<file path="src/rtl/jk_seq_ctrl.sv">
// Stepped JK flip-flop bank controller: up/down/Gray/load commands over valid/ready.
// Optional stall input enabled by defining JK_SEQ_PAUSE_EN.
module jk_seq_ctrl #(
  parameter int WIDTH  = 3,
  parameter int STEP_W = 8
) (
  input  logic              clk,
  input  logic              rst,
  input  logic              cmd_valid,
  output logic              cmd_ready,
  input  logic [1:0]        cmd_mode,
  input  logic [STEP_W-1:0] cmd_steps,
  input  logic [WIDTH-1:0]  cmd_data,
`ifdef JK_SEQ_PAUSE_EN
  input  logic              pause,
`endif
  output logic [WIDTH-1:0]  j,
  output logic [WIDTH-1:0]  k,
  output logic [WIDTH-1:0]  q,
  output logic              busy,
  output logic              done
);

  typedef enum logic [1:0] {
    IDLE = 2'd0,
    RUN  = 2'd1,
    FIN  = 2'd2
  } state_t;

  localparam logic [1:0] M_UP   = 2'b00;
  localparam logic [1:0] M_DOWN = 2'b01;
  localparam logic [1:0] M_GRAY = 2'b10;
  localparam logic [1:0] M_LOAD = 2'b11;

  state_t            state, state_nx;
  logic [1:0]        mode;
  logic [WIDTH-1:0]  data;
  logic [STEP_W-1:0] remaining;
  logic [WIDTH-1:0]  nxt;
  logic              stall;
  logic              step;
  logic              accept;

  function automatic logic [WIDTH-1:0] gray2bin(input logic [WIDTH-1:0] g);
    logic [WIDTH-1:0] b;
    b[WIDTH-1] = g[WIDTH-1];
    for (int i = WIDTH - 2; i >= 0; i--) b[i] = b[i+1] ^ g[i];
    return b;
  endfunction

  function automatic logic [WIDTH-1:0] bin2gray(input logic [WIDTH-1:0] b);
    return b ^ (b >> 1);
  endfunction

`ifdef JK_SEQ_PAUSE_EN
  assign stall = pause;
`else
  assign stall = 1'b0;
`endif

  assign accept = (state == IDLE) && cmd_valid;
  assign step   = (state == RUN) && !stall;

  always_comb begin
    nxt = q;
    unique case (mode)
      M_UP:   nxt = q + WIDTH'(1);
      M_DOWN: nxt = q - WIDTH'(1);
      M_GRAY: nxt = bin2gray(gray2bin(q) + WIDTH'(1));
      M_LOAD: nxt = data;
      default: nxt = q;
    endcase
  end

  always_ff @(posedge clk) begin
    if (rst) begin
      state     <= IDLE;
      q         <= '0;
      mode      <= M_UP;
      data      <= '0;
      remaining <= '0;
    end else begin
      state <= state_nx;
      if (accept) begin
        mode      <= cmd_mode;
        data      <= cmd_data;
        remaining <= (cmd_mode == M_LOAD) ? STEP_W'(1) : cmd_steps;
      end else if (step) begin
        // JK characteristic equation; lands exactly on nxt
        q         <= (j & ~q) | (~k & q);
        remaining <= remaining - STEP_W'(1);
      end
    end
  end

  always_comb begin
    state_nx = state;
    unique case (state)
      IDLE: begin
        if (cmd_valid) begin
          if (cmd_mode != M_LOAD && cmd_steps == '0) state_nx = FIN;
          else                                       state_nx = RUN;
        end
      end
      RUN:  if (step && remaining == STEP_W'(1)) state_nx = FIN;
      FIN:  state_nx = IDLE;
      default: state_nx = IDLE;
    endcase
  end

  always_comb begin
    cmd_ready = 1'b0;
    busy      = 1'b0;
    done      = 1'b0;
    j         = '0;
    k         = '0;
    unique case (state)
      IDLE: cmd_ready = 1'b1;
      RUN: begin
        busy = 1'b1;
        if (!stall) begin
          j = ~q & nxt;
          k = q & ~nxt;
        end
      end
      FIN:  done = 1'b1;
      default: ;
    endcase
  end

endmodule
</file>
<file path="config.mk">
export PLATFORM = sky130hd
export DESIGN_NAME = jk_seq_ctrl
export DESIGN_NICKNAME = d
export VERILOG_FILES = /design/src/rtl/jk_seq_ctrl.sv
export SDC_FILE = /design/constraint.sdc
export NUM_CORES = 1
export LEC_CHECK = 0
export ABC_CLOCK_PERIOD_IN_PS = 4150
export CORE_MARGIN = 5
export CORE_UTILIZATION = 40
export DETAILED_ROUTE_END_ITERATION = 16
export GPL_ROUTABILITY_DRIVEN = 0
export GPL_TIMING_DRIVEN = 0
export PLACE_DENSITY = 0.67
export SETUP_SLACK_MARGIN = 0.02
export SYNTH_ARGS = -nofsm -noshare
export SYNTH_HDL_FRONTEND = slang
export SYNTH_SLANG_ARGS = --single-unit
</file>
<file path="constraint.sdc">
create_clock -name clk -period 4.15 [get_ports clk]
set_clock_uncertainty 0.1 [all_clocks]
set_input_delay 0.83 -clock clk [delete_from_list [all_inputs] [get_ports clk]]
set_output_delay 0.83 -clock clk [all_outputs]
set_load 0.01 [all_outputs]
</file>
# ---- Word level (Yosys, flattened, before mapping)
# Cells that the tools add are included.
dict set report classes {
  div_mod_pow 0
  bitwise 12
  magnitude_cmp 0
  n_addsub 4
  mux 13
  mul 0
  n_shift 0
  reduce_logical 9
  eq_ne 10
}
# op count
set op_table {}
lappend op_table {{$mux 8} 3}
lappend op_table {{$and 3x3->3} 4}
lappend op_table {{$pmux 3 s4} 1}
lappend op_table {{$not 3->3} 3}
lappend op_table {{$eq 2x2->1 const B} 4}
lappend op_table {{$eq 8x1->1 const B} 1}
lappend op_table {{$logic_not 8->1} 1}
lappend op_table {{$sub 8x1->8 const B} 1}
lappend op_table {{$add 3x1->3 const B} 2}
lappend op_table {{$mux 2} 3}
lappend op_table {{$mux 3} 2}
lappend op_table {{$eq 2x1->1 const B} 2}
lappend op_table {{$logic_not 2->1} 2}
lappend op_table {{$ne 2x2->1 const B} 2}
lappend op_table {{$pmux 2 s2} 1}
lappend op_table {{$reduce_and 2->1} 2}
lappend op_table {{$logic_and 1x1->1} 3}
lappend op_table {{$mux 1} 3}
lappend op_table {{$or 3x3->3} 1}
lappend op_table {{$sub 3x1->3 const B} 1}
lappend op_table {{$xor 3x2->3} 1}
lappend op_table {{$ne 2x1->1 const B} 1}
lappend op_table {{$reduce_bool 2->1} 1}
lappend op_table {{$xor 1x1->1} 2}
lappend op_table {{$not 1->1} 1}
dict set report word_totals {
  regBits 18
  word_cells 53
  output_inout_bits 12
  mem_count 0
  latchBits 0
  inputBits 16
  romBits 0
  ram_bits 0
}

# ---- Logic depth before layout (Yosys ltp)
dict set report logic_depth {
  ltp_word 11
  depth_mapped 7
  depth_no_buf 6
}

# ---- Least setup slack after synthesis
# No wires, ideal clock.
dict set report synth_timing {
  path_kind {register to output}
  start {register mode[0]}
  end {output port j[2]}
  path_stages_with_launch 8
  path_buffers 1
  required_ns 3.220
  arrival_ns 1.810
  path_slack_ns 1.410
  path_cell_list {dfxtp_1 clkbuf_1 nand2b_1 fa_1 xnor2_1 xnor2_1 mux2_2 nor3_1}
}
dict set report synth_between {
  elab_chain_len 4
  elab_cells_between_ends 7
  classes_between {3 x eq/ne; 2 x mux; 1 x bitwise; 1 x reduce/logical}
}
# element line_no
set synth_rtl {}
lappend synth_rtl {{from (decl)} 36} ;# logic [1:0] mode;
lappend synth_rtl {{from (signal assigned)} 85} ;# mode <= cmd_mode;
lappend synth_rtl {{$eq 2x2->1, or another cell as far along} 66} ;# unique case (mode)
lappend synth_rtl {{$pmux 3 s4 *} 66}
lappend synth_rtl {{$and 3x3->3 *} 122} ;# j = ~q & nxt;
lappend synth_rtl {{$mux 3 *} 117} ;# unique case (state)
lappend synth_rtl {{to (decl)} 17} ;# output logic [WIDTH-1:0] j,
# Mark *: on every way between the ends. The rest lies on a longest branch, timed or not.

# ---- Worst setup path in the final report
# Same ends and word-level chain as after synthesis.

==> metrics <==
Starting Density 0.410; Via density 5.57; Pre-antenna DRT Iters 4; Max Slew Vio Count 0; Compound-Gate Fraction of Synth Area 0.254; Slew @ Worst Pin 0.602 ns; Most used DFF post-synth dfxtp_1; endpoint type of the worst setup path output port; worst rel slew slack 0.599; initial drt markers 52; Clock Pin Slew Worst Setup and Hold Paths approximately 0.09 ns; final hold violations 0; Core Region 2710 sq um; global-route wire length before repair 4620 um; Tot GR Track Use 0.138; post-layout net count 189; largest net degree at the start of global routing 11; Cells after Synth 139; Worst Hold Launch data[2]; Clock Tree Root clkbuf_4; DRT Wirelength 2720 um; area post-placement 1410 sq um; setup TNS 0 ns; CTS Hold Bufs 0; CTS max path bufs 2; Setup Fix Bufs, Post-CTS 0; CTS tree built; Net Count, Synth around 160; worst reg-to-reg setup slack 2.09 ns; Seq/Total Area, Yosys 0.324; Pleak between 0.5 and 0.6 nW; initial antenna violation count 0; WP data required about 3.2 ns; Worst-Skew Late Latency 0.29 ns; setup violators final 0; FF-to-FF path depth 7; CTS buffer count 3; Pwr per Cell Area 334 nW/um^2; vias 1109; Post-Synth Simple-Gate Area 0.267; average size of a mapped cell 8.00 sq um; CP startpoint kind register; # DRC 0; grt total ovfl 0; number of synthesized register bits 18; crit path kind reg -> out; # IOs 28; largest family of logic cells by synthesized area simple AND/OR/NAND/NOR gates; vias in the first global route 1026; ANT cells 0; Layout area overhead 28.9%; Routed wire per std cell roughly 14 um; layout cell share with drive strength beyond 1 0.0893; DPL Wire Length 2040 um; Final min period 3.65 ns; asr flop ratio synth 0; post-synthesis adder-cell area fraction 0.0405; remaining antenna violation count 0; Syn. warnings 0; CP Data Arrival Time 2.72 ns; Cell variety after synth 38; WHS Path Cells 2; CTS resizes 0; EDFF count, synth 0; Die W 62.7 um; I/O Buffers 26; RR Startpoint mode[0]; # Max-Cap Violations 0; clk sink count 18; CTS H-Tree Depth 1; FMAX 0.274 GHz; mux cell area share after synthesis 0.0202; RSZ-0062 raised after global routing no; Post-Syn Area 1110 sq um; # rows 19; status completed; min-delay worst type reg -> reg; cell area after layout ~1400 sq um; die area 3940 sq um; final core utilization 0.529; worst-case hold path end point data[2]; Synth Area in XOR/XNOR 0.0394; die height 62.7 um; crit path max fanout 9; VDD IR max 0.202 mV; Final period util 0.879
==> power by group <==
| part | switching [mW] | internal (mW) | total [mW] |
|---|---|---|---|
| combinational | 0.0904 | 0.0855 | 0.176 |
| clock | 0.0526 | 0.0337 | 0.0863 |
| sequential | 0.0245 | 0.192 | 0.216 |
==> layer usage <==
layer / share of wire / up-vias / global-route usage
li1: - / 563 / -
met1: 0.45 / 500 / 0.177
met3: 0.071 / 4 / 0.0360
met2: 0.47 / 42 / 0.227
met5: 0 / - / 0
met4: 0.0099 / 0 / 0.0398
==> layout make-up <==
| class | instances | area [sq um] |
|---|---|---|
| multi-input combinational | 107 | 691 |
| tap | 31 | 38.8 |
| inverter | 7 | 26.3 |
| clock buffer | 3 | 22.5 |
| fill | 269 | 1280 |
| timing repair buffer | 26 | 260 |
| buffer | 7 | 35.0 |
| sequential | 18 | 360 |
==> cells in the mapped netlist, types with 2 or more instances <==
cell,n,area [sq um]
dfxtp_1,18,360
a21oi_1,17,85.1
nand2_1,17,63.8
nor2_1,14,52.6
inv_1,7,26.3
nor3_1,6,30.0
and3_1,4,25.0
clkbuf_1,4,15.0
nand2b_1,4,25.0
o21ai_0,4,20.0
xnor2_1,4,35.0
a2111oi_2,3,45.0
nor4_1,3,18.8
a211oi_1,2,15.0
a31oi_1,2,12.5
buf_4,2,15.0
ha_1,2,25.0
mux2_2,2,22.5
nand3b_1,2,15.0
nor2b_1,2,12.5
nor3b_1,2,15.0
o31ai_1,2,15.0
==> cells in the final DEF (no fill, tap or decap), types with 6 or more instances in the layout <==
cell | Yosys | routed
inv_1 | 7 | 7
clkdlybuf4s50_1 | 0 | 26
nand2_1 | 17 | 17
nor2_1 | 14 | 14
nor3_1 | 6 | 6
dfxtp_1 | 18 | 18
a21oi_1 | 17 | 17
==> cell families (layout without fill, tap and decap cells) <==
family	Yosys count	after routing
mux	2	2
compound gates	38	38
simple gates	59	59
xor+xnor	5	5
buf+inv	14	43
flops	18	18
fa+ha+maj	3	3
==> stage by stage <==
stage                     hold WS, ns  instances  power [mW]  setup WS [ns]
after global placement          0.343        196       0.392          0.872
after global routing            0.379        199       0.506          0.379
after CTS                       0.354        199       0.478          0.463
final                           0.352        199       0.479          0.503
after floorplan                 0.331        139       0.334           1.41
after detailed placement        0.341        196       0.395          0.783
==> how the worst max path moves through the flow <==
stage | startpoint | endpoint | slack, ns
after floorplan | mode[0] | j[2] | 1.41
after global placement | mode[0] | j[2] | 0.87
after detailed placement | mode[0] | j[2] | 0.78
after CTS | mode[0] | j[2] | 0.46
after global routing | mode[0] | j[2] | 0.38
final | mode[0] | j[2] | 0.50
==> worst max-delay path: stages, from the launching register on <==
cell             delay [ns]
dfxtp_1                0.32
clkbuf_1               0.31
nand2b_1               0.12
fa_1                   0.39
xnor2_1                0.15
xnor2_1                0.14
mux2_2                 0.30
nor3_1                 0.15
clkdlybuf4s50_1        0.56
(Power assumes the default switching activity.)
